<file path="config.mk">
export PLATFORM = sky130hd
export DESIGN_NAME = updncnt_rpt_flat
export DESIGN_NICKNAME = d
export VERILOG_FILES = /design/src/rtl/updncnt_rpt_if.sv /design/src/rtl/updncnt_rpt.sv /design/src/flat_wrapper.sv
export SDC_FILE = /design/constraint.sdc
export NUM_CORES = 1
export LEC_CHECK = 0
export ABC_CLOCK_PERIOD_IN_PS = 5900
export CAP_MARGIN = 10
export CELL_PAD_IN_SITES_DETAIL_PLACEMENT = 1
export CELL_PAD_IN_SITES_GLOBAL_PLACEMENT = 1
export CORE_ASPECT_RATIO = 1.25
export CORE_MARGIN = 2
export CORE_UTILIZATION = 41
export DETAILED_ROUTE_END_ITERATION = 12
export PLACE_DENSITY_LB_ADDON = 0.1
export SYNTH_ARGS = -nofsm -noshare
export SYNTH_HDL_FRONTEND = slang
export SYNTH_SLANG_ARGS = --single-unit
export TNS_END_PERCENT = 10
</file>
<file path="constraint.sdc">
create_clock -name clk -period 5.9 [get_ports clk]
set_input_delay 1.18 -clock clk [delete_from_list [all_inputs] [get_ports clk]]
set_output_delay 1.18 -clock clk [all_outputs]
set_load 0.02 [all_outputs]
</file>
<file path="src/rtl/updncnt_rpt_if.sv">
// -----------------------------------------------------------------------------
// updncnt_rpt_if
// Groups the key inputs and counter outputs of the up/down repeat counter.
//   key_inc_n : increment key level, active-low, debounced and synchronised
//   key_dec_n : decrement key level, active-low, debounced and synchronised
//   cnt       : counter value, WIDTH bits
//   at_min    : high when cnt equals the lower bound
//   at_max    : high when cnt equals the upper bound
//   step      : one-cycle pulse in the cycle after cnt was stepped
// Modports: master drives the keys and observes the counter, slave is the
// counter itself.
// -----------------------------------------------------------------------------
interface updncnt_rpt_if #(
    parameter int WIDTH = 8
);
    logic             key_inc_n;
    logic             key_dec_n;
    logic [WIDTH-1:0] cnt;
    logic             at_min;
    logic             at_max;
    logic             step;

    modport master (
        output key_inc_n,
        output key_dec_n,
        input  cnt,
        input  at_min,
        input  at_max,
        input  step
    );

    modport slave (
        input  key_inc_n,
        input  key_dec_n,
        output cnt,
        output at_min,
        output at_max,
        output step
    );
endinterface

</file>
<file path="src/rtl/updncnt_rpt.sv">
// -----------------------------------------------------------------------------
// updncnt_rpt
// Bounded up/down counter driven directly by two active-low key levels, with
// press detection and hold-to-repeat. Feeds the PWM duty register of the LED
// dimmer.
// Ports:
//   clk  : clock, rising edge active
//   rst  : synchronous active-high reset
//   bus  : updncnt_rpt_if slave modport (key_inc_n, key_dec_n, cnt, at_min,
//          at_max, step)
// Build option:
//   UPDN_WRAP_EN undefined : steps saturate at MIN / MAX
//   UPDN_WRAP_EN defined   : steps wrap around inside [MIN, MAX]
// -----------------------------------------------------------------------------
module updncnt_rpt #(
    parameter int WIDTH       = 8,
    parameter int MIN         = 0,
    parameter int MAX         = 2**WIDTH - 1,
    parameter int INIT        = MIN,
    parameter int STEP        = 1,
    parameter int HOLD_CYCLES = 25_000_000,
    parameter int RPT_CYCLES  = 5_000_000
) (
    input logic          clk,
    input logic          rst,
    updncnt_rpt_if.slave bus
);

    // Timer only ever holds HOLD_CYCLES-1 or RPT_CYCLES-1, size it for the larger.
    localparam int TMAX = (HOLD_CYCLES > RPT_CYCLES) ? HOLD_CYCLES : RPT_CYCLES;
    localparam int TW   = (TMAX > 1) ? $clog2(TMAX) : 1;

    localparam logic [TW-1:0]    HOLD_LOAD = TW'(HOLD_CYCLES - 1);
    localparam logic [TW-1:0]    RPT_LOAD  = TW'(RPT_CYCLES - 1);

    // One extra bit so cnt+STEP can never overflow before it is compared.
    localparam logic [WIDTH:0]   MIN_X  = (WIDTH+1)'(MIN);
    localparam logic [WIDTH:0]   MAX_X  = (WIDTH+1)'(MAX);
    localparam logic [WIDTH:0]   STEP_X = (WIDTH+1)'(STEP);
    localparam logic [WIDTH:0]   ONE_X  = (WIDTH+1)'(1);
    localparam logic [WIDTH-1:0] MIN_W  = WIDTH'(MIN);
    localparam logic [WIDTH-1:0] MAX_W  = WIDTH'(MAX);
    localparam logic [WIDTH-1:0] INIT_W = WIDTH'(INIT);

    typedef enum logic [1:0] {
        IDLE,
        HOLD,
        RPT
    } state_t;

    state_t           state;
    logic [TW-1:0]    timer;
    logic             inc_q;
    logic             dec_q;
    logic             dir_inc;
    logic [WIDTH-1:0] cnt_q;
    logic             step_q;

    logic             inc_act;
    logic             dec_act;
    logic             inc_press;
    logic             dec_press;
    logic             held_act;
    logic [WIDTH:0]   cnt_x;
    logic [WIDTH:0]   inc_sum;
    logic [WIDTH:0]   dec_lim;
    logic [WIDTH-1:0] inc_val;
    logic [WIDTH-1:0] dec_val;
    logic [WIDTH-1:0] press_val;

    // A key is active only when it is the single key held low. A press is an
    // active key whose previous sample was still released, so both-low and the
    // release of one key out of a both-low chord never look like a press.
    always_comb begin
        inc_act   = !bus.key_inc_n && bus.key_dec_n;
        dec_act   = bus.key_inc_n && !bus.key_dec_n;
        inc_press = inc_act && inc_q;
        dec_press = dec_act && dec_q;
        held_act  = dir_inc ? inc_act : dec_act;
    end

    // Next counter values for an increment and a decrement step.
    always_comb begin
        cnt_x   = {1'b0, cnt_q};
        inc_sum = cnt_x + STEP_X;
        dec_lim = MIN_X + STEP_X;
`ifdef UPDN_WRAP_EN
        inc_val = (inc_sum > MAX_X) ? WIDTH'(MIN_X + (inc_sum - MAX_X - ONE_X))
                                    : inc_sum[WIDTH-1:0];
        dec_val = (cnt_x < dec_lim) ? WIDTH'(MAX_X - (dec_lim - cnt_x - ONE_X))
                                    : WIDTH'(cnt_x - STEP_X);
`else
        inc_val = (inc_sum > MAX_X) ? MAX_W : inc_sum[WIDTH-1:0];
        dec_val = (cnt_x < dec_lim) ? MIN_W : WIDTH'(cnt_x - STEP_X);
`endif
        press_val = inc_press ? inc_val : dec_val;
    end

    // Press / hold / repeat state machine. A press steps immediately and arms
    // the long hold delay; once that expires the shorter repeat delay is used
    // for as long as the same key stays the only one held. In HOLD/RPT, a
    // release of the held key combined with a press of the other key restarts
    // the sequence for the new key.
    always_ff @(posedge clk) begin
        if (rst) begin
            state   <= IDLE;
            timer   <= '0;
            inc_q   <= 1'b1;
            dec_q   <= 1'b1;
            dir_inc <= 1'b0;
            cnt_q   <= INIT_W;
            step_q  <= 1'b0;
        end else begin
            inc_q  <= bus.key_inc_n;
            dec_q  <= bus.key_dec_n;
            step_q <= 1'b0;
            case (state)
                IDLE: begin
                    if (inc_press || dec_press) begin
                        dir_inc <= inc_press;
                        cnt_q   <= press_val;
                        step_q  <= 1'b1;
                        timer   <= HOLD_LOAD;
                        state   <= HOLD;
                    end
                end
                HOLD, RPT: begin
                    if (held_act) begin
                        if (timer == '0) begin
                            cnt_q  <= dir_inc ? inc_val : dec_val;
                            step_q <= 1'b1;
                            timer  <= RPT_LOAD;
                            state  <= RPT;
                        end else begin
                            timer <= timer - 1'b1;
                        end
                    end else if (inc_press || dec_press) begin
                        dir_inc <= inc_press;
                        cnt_q   <= press_val;
                        step_q  <= 1'b1;
                        timer   <= HOLD_LOAD;
                        state   <= HOLD;
                    end else begin
                        timer <= '0;
                        state <= IDLE;
                    end
                end
                default: begin
                    timer <= '0;
                    state <= IDLE;
                end
            endcase
        end
    end

    assign bus.cnt    = cnt_q;
    assign bus.step   = step_q;
    assign bus.at_min = (cnt_q == MIN_W);
    assign bus.at_max = (cnt_q == MAX_W);

endmodule
</file>
<file path="src/flat_wrapper.sv">
// flat-port wrapper written by rule: the top's interface ports become plain ports
module updncnt_rpt_flat 
#(
    parameter int WIDTH       = 8,
    parameter int MIN         = 0,
    parameter int MAX         = 2**WIDTH - 1,
    parameter int INIT        = MIN,
    parameter int STEP        = 1,
    parameter int HOLD_CYCLES = 25_000_000,
    parameter int RPT_CYCLES  = 5_000_000
)
  (clk, rst, bus_key_inc_n, bus_key_dec_n, bus_cnt, bus_at_min, bus_at_max, bus_step);
  updncnt_rpt_if #(.WIDTH(WIDTH)) bus_i ();
  input logic clk;
  input logic rst;
  input wire logic [$bits(bus_i.key_inc_n)-1:0] bus_key_inc_n;
  input wire logic [$bits(bus_i.key_dec_n)-1:0] bus_key_dec_n;
  output wire logic [$bits(bus_i.cnt)-1:0] bus_cnt;
  output wire logic [$bits(bus_i.at_min)-1:0] bus_at_min;
  output wire logic [$bits(bus_i.at_max)-1:0] bus_at_max;
  output wire logic [$bits(bus_i.step)-1:0] bus_step;
  assign bus_i.key_inc_n = bus_key_inc_n;
  assign bus_i.key_dec_n = bus_key_dec_n;
  assign bus_cnt = bus_i.cnt;
  assign bus_at_min = bus_i.at_min;
  assign bus_at_max = bus_i.at_max;
  assign bus_step = bus_i.step;
  updncnt_rpt #(.WIDTH(WIDTH), .MIN(MIN), .MAX(MAX), .INIT(INIT), .STEP(STEP), .HOLD_CYCLES(HOLD_CYCLES), .RPT_CYCLES(RPT_CYCLES)) u_core (.clk(clk), .rst(rst), .bus(bus_i));
endmodule
</file>
Word-level counts from Yosys, hierarchy flattened
Index checks and enable logic that the tools add are counted.
{"block": "op_classes", "div": 0, "eq_ne": 6, "n_mux": 26, "n_reduce_logical": 15, "n_addsub": 3, "n_mul": 0, "n_lt_le_gt_ge": 2, "shifts": 0, "n_bitwise": 0}
{"operator": "2-to-1 mux 25 bit", "n": 4}
{"operator": "2-to-1 mux 8 bit", "n": 7}
{"operator": "case mux 25 bit (2 select lines)", "n": 1}
{"operator": "zero test 25 bit", "n": 1}
{"operator": "subtractor 25 x 1 -> 25 bit, second input constant", "n": 1}
{"operator": "case mux 8 bit (2 select lines)", "n": 1}
{"operator": "adder 8 x 1 -> 9 bit, second input constant", "n": 1}
{"operator": "> comparator 9 x 8 -> 1 bit, second input constant", "n": 1}
{"operator": "== test 8 bit, second input constant", "n": 1}
{"operator": "zero test 8 bit", "n": 1}
{"operator": "< comparator 8 x 1 -> 1 bit, second input constant", "n": 1}
{"operator": "subtractor 8 x 1 -> 8 bit, second input constant", "n": 1}
{"operator": "2-to-1 mux 1 bit", "n": 7}
{"operator": "2-to-1 mux 2 bit", "n": 3}
{"operator": "AND reduction 2 bit", "n": 3}
{"operator": "logical AND 1 bit", "n": 4}
{"operator": "case mux 1 bit (2 select lines)", "n": 2}
{"operator": "case mux 2 bit (2 select lines)", "n": 1}
{"operator": "!= test 3 bit, second input constant", "n": 1}
{"operator": "== test 2 x 1 -> 1 bit, second input constant", "n": 1}
{"operator": "== test 2 bit, second input constant", "n": 1}
{"operator": "zero test 1 bit", "n": 2}
{"operator": "zero test 2 bit", "n": 1}
{"operator": "!= test 2 x 1 -> 1 bit, second input constant", "n": 1}
{"operator": "other kinds (4)", "n": 4}
{"block": "word_totals", "out_inout_bits": 11, "n_memories": 0, "romBits": 0, "ram_bits": 0, "register_bits": 39, "latch_bits": 0}

Depth between registers and ports, before layout
{"block": "logic_depth", "depth_word": 7, "depth_mapped": 9}

Least setup slack after synthesis
Ideal clock, no wire load.
{"block": "synth_timing", "path_kind": "input port to flip-flop", "from": "in bus_key_inc_n", "to": "reg u_core.timer[12]", "path_buffers": 1, "stages": 7, "path_slack_ns": 3.185, "arrival_time_ns": 2.651, "cell_sequence": "clkbuf_1 > and4bb_2 > nor2_1 > a31oi_4 > nand2_1 > or4_1 > nand4_1"}
{"block": "synth_via", "elab_chain_cells": 7, "elab_cells_between_ends": 11}
{"element": "from (decl)", "line": "flat_wrapper.sv:16", "source": "input wire logic [$bits(bus_i.key_inc_n)-1:0] bus_key_inc_n;"}
{"element": "zero test 1 bit", "line": "updncnt_rpt.sv:75", "source": "inc_act = !bus.key_inc_n && bus.key_dec_n;"}
{"element": "logical AND 1 bit", "line": "updncnt_rpt.sv:75"}
{"element": "logical AND 1 bit", "line": "updncnt_rpt.sv:77", "source": "inc_press = inc_act && inc_q;"}
{"element": "logical OR 1 bit", "line": "updncnt_rpt.sv:119, updncnt_rpt.sv:137"}
{"element": "2-to-1 mux 25 bit", "line": "updncnt_rpt.sv:137", "source": "end else if (inc_press || dec_press) begin"}
{"element": "2-to-1 mux 25 bit", "line": "updncnt_rpt.sv:128", "source": "if (held_act) begin"}
{"element": "case mux 25 bit (2 select lines)", "line": "updncnt_rpt.sv:117", "source": "case (state)"}
{"element": "to (signal assigned)", "line": "updncnt_rpt.sv:135", "source": "timer <= timer - 1'b1;"}
{"element": "to (decl)", "line": "updncnt_rpt.sv:52", "source": "logic [TW-1:0] timer;"}
Several ways; a longest one is shown, not always the timed one.
A chain may end at the register's enable or synchronous reset.

Worst setup path after layout
{"block": "layout_timing", "from": "reg u_core.cnt_q[0] (netlist: u_core.bus.cnt[0])", "to": "out bus_at_max"}
{"block": "layout_via", "elab_chain_cells": 1}
{"element": "from (decl)", "line": "updncnt_rpt.sv:56", "source": "logic [WIDTH-1:0] cnt_q;"}
{"element": "from (signal assigned)", "line": "updncnt_rpt.sv:121", "source": "cnt_q <= press_val;"}
{"element": "from (signal assigned)", "line": "updncnt_rpt.sv:130", "source": "cnt_q <= dir_inc ? inc_val : dec_val;"}
{"element": "from (signal assigned)", "line": "updncnt_rpt.sv:139", "source": "cnt_q <= press_val;"}
{"element": "== test 8 bit", "line": "updncnt_rpt.sv:159", "source": "assign bus.at_max = (cnt_q == MAX_W);"}
{"element": "to (decl)", "line": "flat_wrapper.sv:20", "source": "output wire logic [$bits(bus_i.at_max)-1:0] bus_at_max;"}
Every way passes these cells.

==> flow_summary.json <==
{
  "power.internal_uw": 554,
  "grt_first_pass_wirelength_mm": 15.6,
  "syn-cell-area_um2": 2950,
  "synth_seq_cells": 39,
  "seq_power_share": 0.367,
  "maxCapViolations": 0,
  "cts_setup_buffers": 0,
  "max_freq_mhz": 266,
  "dieArea_um2": 7890,
  "rsz0062_at_grt": "no",
  "hp-class": "reg -> reg",
  "ant_nets": 0,
  "grt_max_degree": 16,
  "final_core_util": 0.457,
  "critPathCaptureType": "output port",
  "clk_pin_slew_worst_paths_ns": 0.08,
  "firstDrtPassIters": 5,
  "synth_nets": 395,
  "grt_overflow": 0,
  "grtUsageTotal": 0.252,
  "peakVddDrop_uv": 146,
  "area_growth_pct": 8.06,
  "die_width_um": 79.9,
  "htree_num_levels": 2,
  "yosysTopAreaCellShare": 0.265,
  "status": "finished, final reports clean",
  "slew_violations": 0,
  "dp_slack_ns": 2.06,
  "drt_iter0_drc": 125,
  "synthDistinctLibCells": 70,
  "cp.required_ns": 4.72,
  "synth.area.top_cells": "dfxtp_1, o21ai_0, nor2_1",
  "layout-drive-gt1-share": 0.0914,
  "clockBufferDepth": 2,
  "grt_util_met1": 0.290,
  "antenna_found_initial": 0,
  "power.leakage_nw": 1.11,
  "finalHoldViolCount": 0,
  "critPathMaxFanout": 10,
  "diodes": 0,
  "critPathLaunchType": "flop",
  "synth_top_area_cell": "dfxtp_1",
  "finalNetCount": 393,
  "grt-busiest-layer": "met2",
  "tns_ns": 0,
  "power_density_nw_per_um2": 296,
  "power.share.combinational": 0.384,
  "drc": 0,
  "cts_tree": "built",
  "ys_top_cells_by_count": "dfxtp_1, nor2_1, o21ai_0",
  "gp_congestion": 0.865,
  "grt_pass1_vias": 3014,
  "ys.flop_type": "dfxtp_1",
  "crit_arrival_ns": 2.58,
  "core_area_um2": 6980,
  "synthArstFlopShare": 0,
  "hold_buffers": 0,
  "ios": 15,
  "sw_frac_of_total": 0.413,
  "setup_viol": 0,
  "insertion_delay_ns": 0.30,
  "fin_crit_ns": 3.76,
  "cts_root_buf": "clkbuf_8",
  "ctsResizeCount": 0,
  "viasPerCell": 6.45,
  "met3_usage": 0.0311,
  "num_rows": 34,
  "path_class": "reg -> out",
  "p_clk_frac": 0.248,
  "power.switching_uw": 389,
  "syn_inst": 384,
  "initial_utilization": 0.423,
  "gr-usage-met2": 0.472,
  "port_buffers": 14,
  "synth_edf_count": 0,
  "yosysMostFrequentCell": "dfxtp_1",
  "clock-sinks": 39,
  "die_y_um": 98.8,
  "hpwl_mm": 7.16,
  "wire_per_inst_um": 20.3,
  "wirelength_mm": 9.58,
  "syn_area_per_cell_um2": 7.68,
  "maxSlewHeadroom": 0.382,
  "yosysWarnings": 0,
  "dr_total_vias": 3052,
  "skew_ns": 0.00785,
  "min_period_over_period": 0.637,
  "fin_ws_ns": 2.14,
  "worst_pin_slew_ns": 0.914,
  "cts_inserted_buffers": 5,
  "yosysSeqAreaShare": 0.265
}
==> power by group through the flow <==
stage,registers (mW),logic (mW),clock network [mW]
after floorplan,0.337,0.270,0
after global placement,0.351,0.358,0
after detailed placement,0.352,0.360,0
after CTS,0.346,0.362,0.240
after global routing,0.353,0.396,0.250
final,0.346,0.363,0.234
==> stage by stage <==
step | hold WS, ns | power [mW] | cells | instance area (µm²)
final | 0.460 | 0.943 | 473 | 3190
after global routing | 0.487 | 0.999 | 473 | 3190
after CTS | 0.468 | 0.948 | 473 | 3190
after detailed placement | 0.450 | 0.712 | 465 | 3070
after global placement | 0.429 | 0.708 | 465 | 3070
after floorplan | 0.417 | 0.607 | 384 | 2950
==> per-layer routing <==
layer | part of all wire | vias up | routed length (µm)
met4 | 0.018 | 0 | 174
li1 | - | 1444 | -
met5 | 0 | - | 0
met1 | 0.40 | 1515 | 3840
met3 | 0.036 | 19 | 347
met2 | 0.54 | 74 | 5220
==> registers in the layout, indices dropped and copies added, names as in the netlist <==
name and cells:
u_core.bus.cnt 8, u_core.bus.step 1, u_core.dec_q 1, u_core.dir_inc 1, u_core.inc_q 1, u_core.state 2
u_core.timer 25
==> worst max-delay path, stage by stage, from the launching register on <==
cell and delay (ns):
dfxtp_1 0.53, ha_1 0.31, nand4_1 0.26, nor2_1 0.49, clkdlybuf4s50_1 0.70
==> cells in the final DEF (no fill, tap or decap), types with 3 or more instances in the layout <==
| master | netlist | layout |
|---|---|---|
| o211ai_1 | 5 | 5 |
| clkdlybuf4s50_1 | 0 | 14 |
| nor4_1 | 8 | 8 |
| nand4_1 | 3 | 3 |
| nor3_1 | 17 | 17 |
| and3_1 | 5 | 5 |
| o2111ai_1 | 3 | 3 |
| nor2_1 | 36 | 36 |
| or4_1 | 4 | 4 |
| nand3b_1 | 3 | 3 |
| o21a_1 | 3 | 3 |
| o311ai_0 | 3 | 3 |
| xnor2_1 | 6 | 6 |
| nand2_1 | 33 | 33 |
| a21oi_1 | 23 | 23 |
| or4_4 | 3 | 3 |
| inv_1 | 11 | 11 |
| nand3_1 | 19 | 19 |
| a32o_1 | 4 | 4 |
| a21o_1 | 5 | 5 |
| dfxtp_1 | 39 | 39 |
| or3_1 | 7 | 7 |
| or2_2 | 4 | 4 |
| a32oi_1 | 6 | 6 |
| ha_1 | 7 | 7 |
| a211oi_1 | 5 | 5 |
| nand2b_1 | 7 | 7 |
| o21ai_0 | 35 | 35 |
| clkbuf_8 | 0 | 5 |
| o31ai_1 | 3 | 3 |
| xor2_1 | 4 | 4 |
| a31oi_1 | 4 | 4 |
==> worst paths after layout <==
path                                   startpoint                 to  slack [ns]  cells past startpoint
worst max register to register  u_core.bus.cnt[0]  u_core.bus.cnt[0]        2.98                      8
worst max-delay path            u_core.bus.cnt[0]         bus_at_max        2.14                      4
worst min-delay path             u_core.timer[18]   u_core.timer[18]        0.46                      2
worst min register to register   u_core.timer[18]   u_core.timer[18]        0.46                      2
==> cell type report <==
class / count / area [µm²]
multi-input cells: 311 / 2000
repair buffers: 14 / 140
fillers: 882 / 3790
clock inverters: 3 / 43.8
well taps: 90 / 113
clock buffers: 5 / 68.8
inverters: 11 / 41.3
flip-flops and latches: 39 / 781
==> cell families after synthesis <==
logic type,share of synthesized area
AND/OR/NAND/NOR,0.328
AO/OA/AOI/OAI,0.283
flip-flops,0.265
buffers and inverters,0.0573
XOR/XNOR,0.0297
adder cells (fa/ha/maj),0.0297
multiplexers,0.00721
Note: power is estimated with default switching activity, not from simulation.
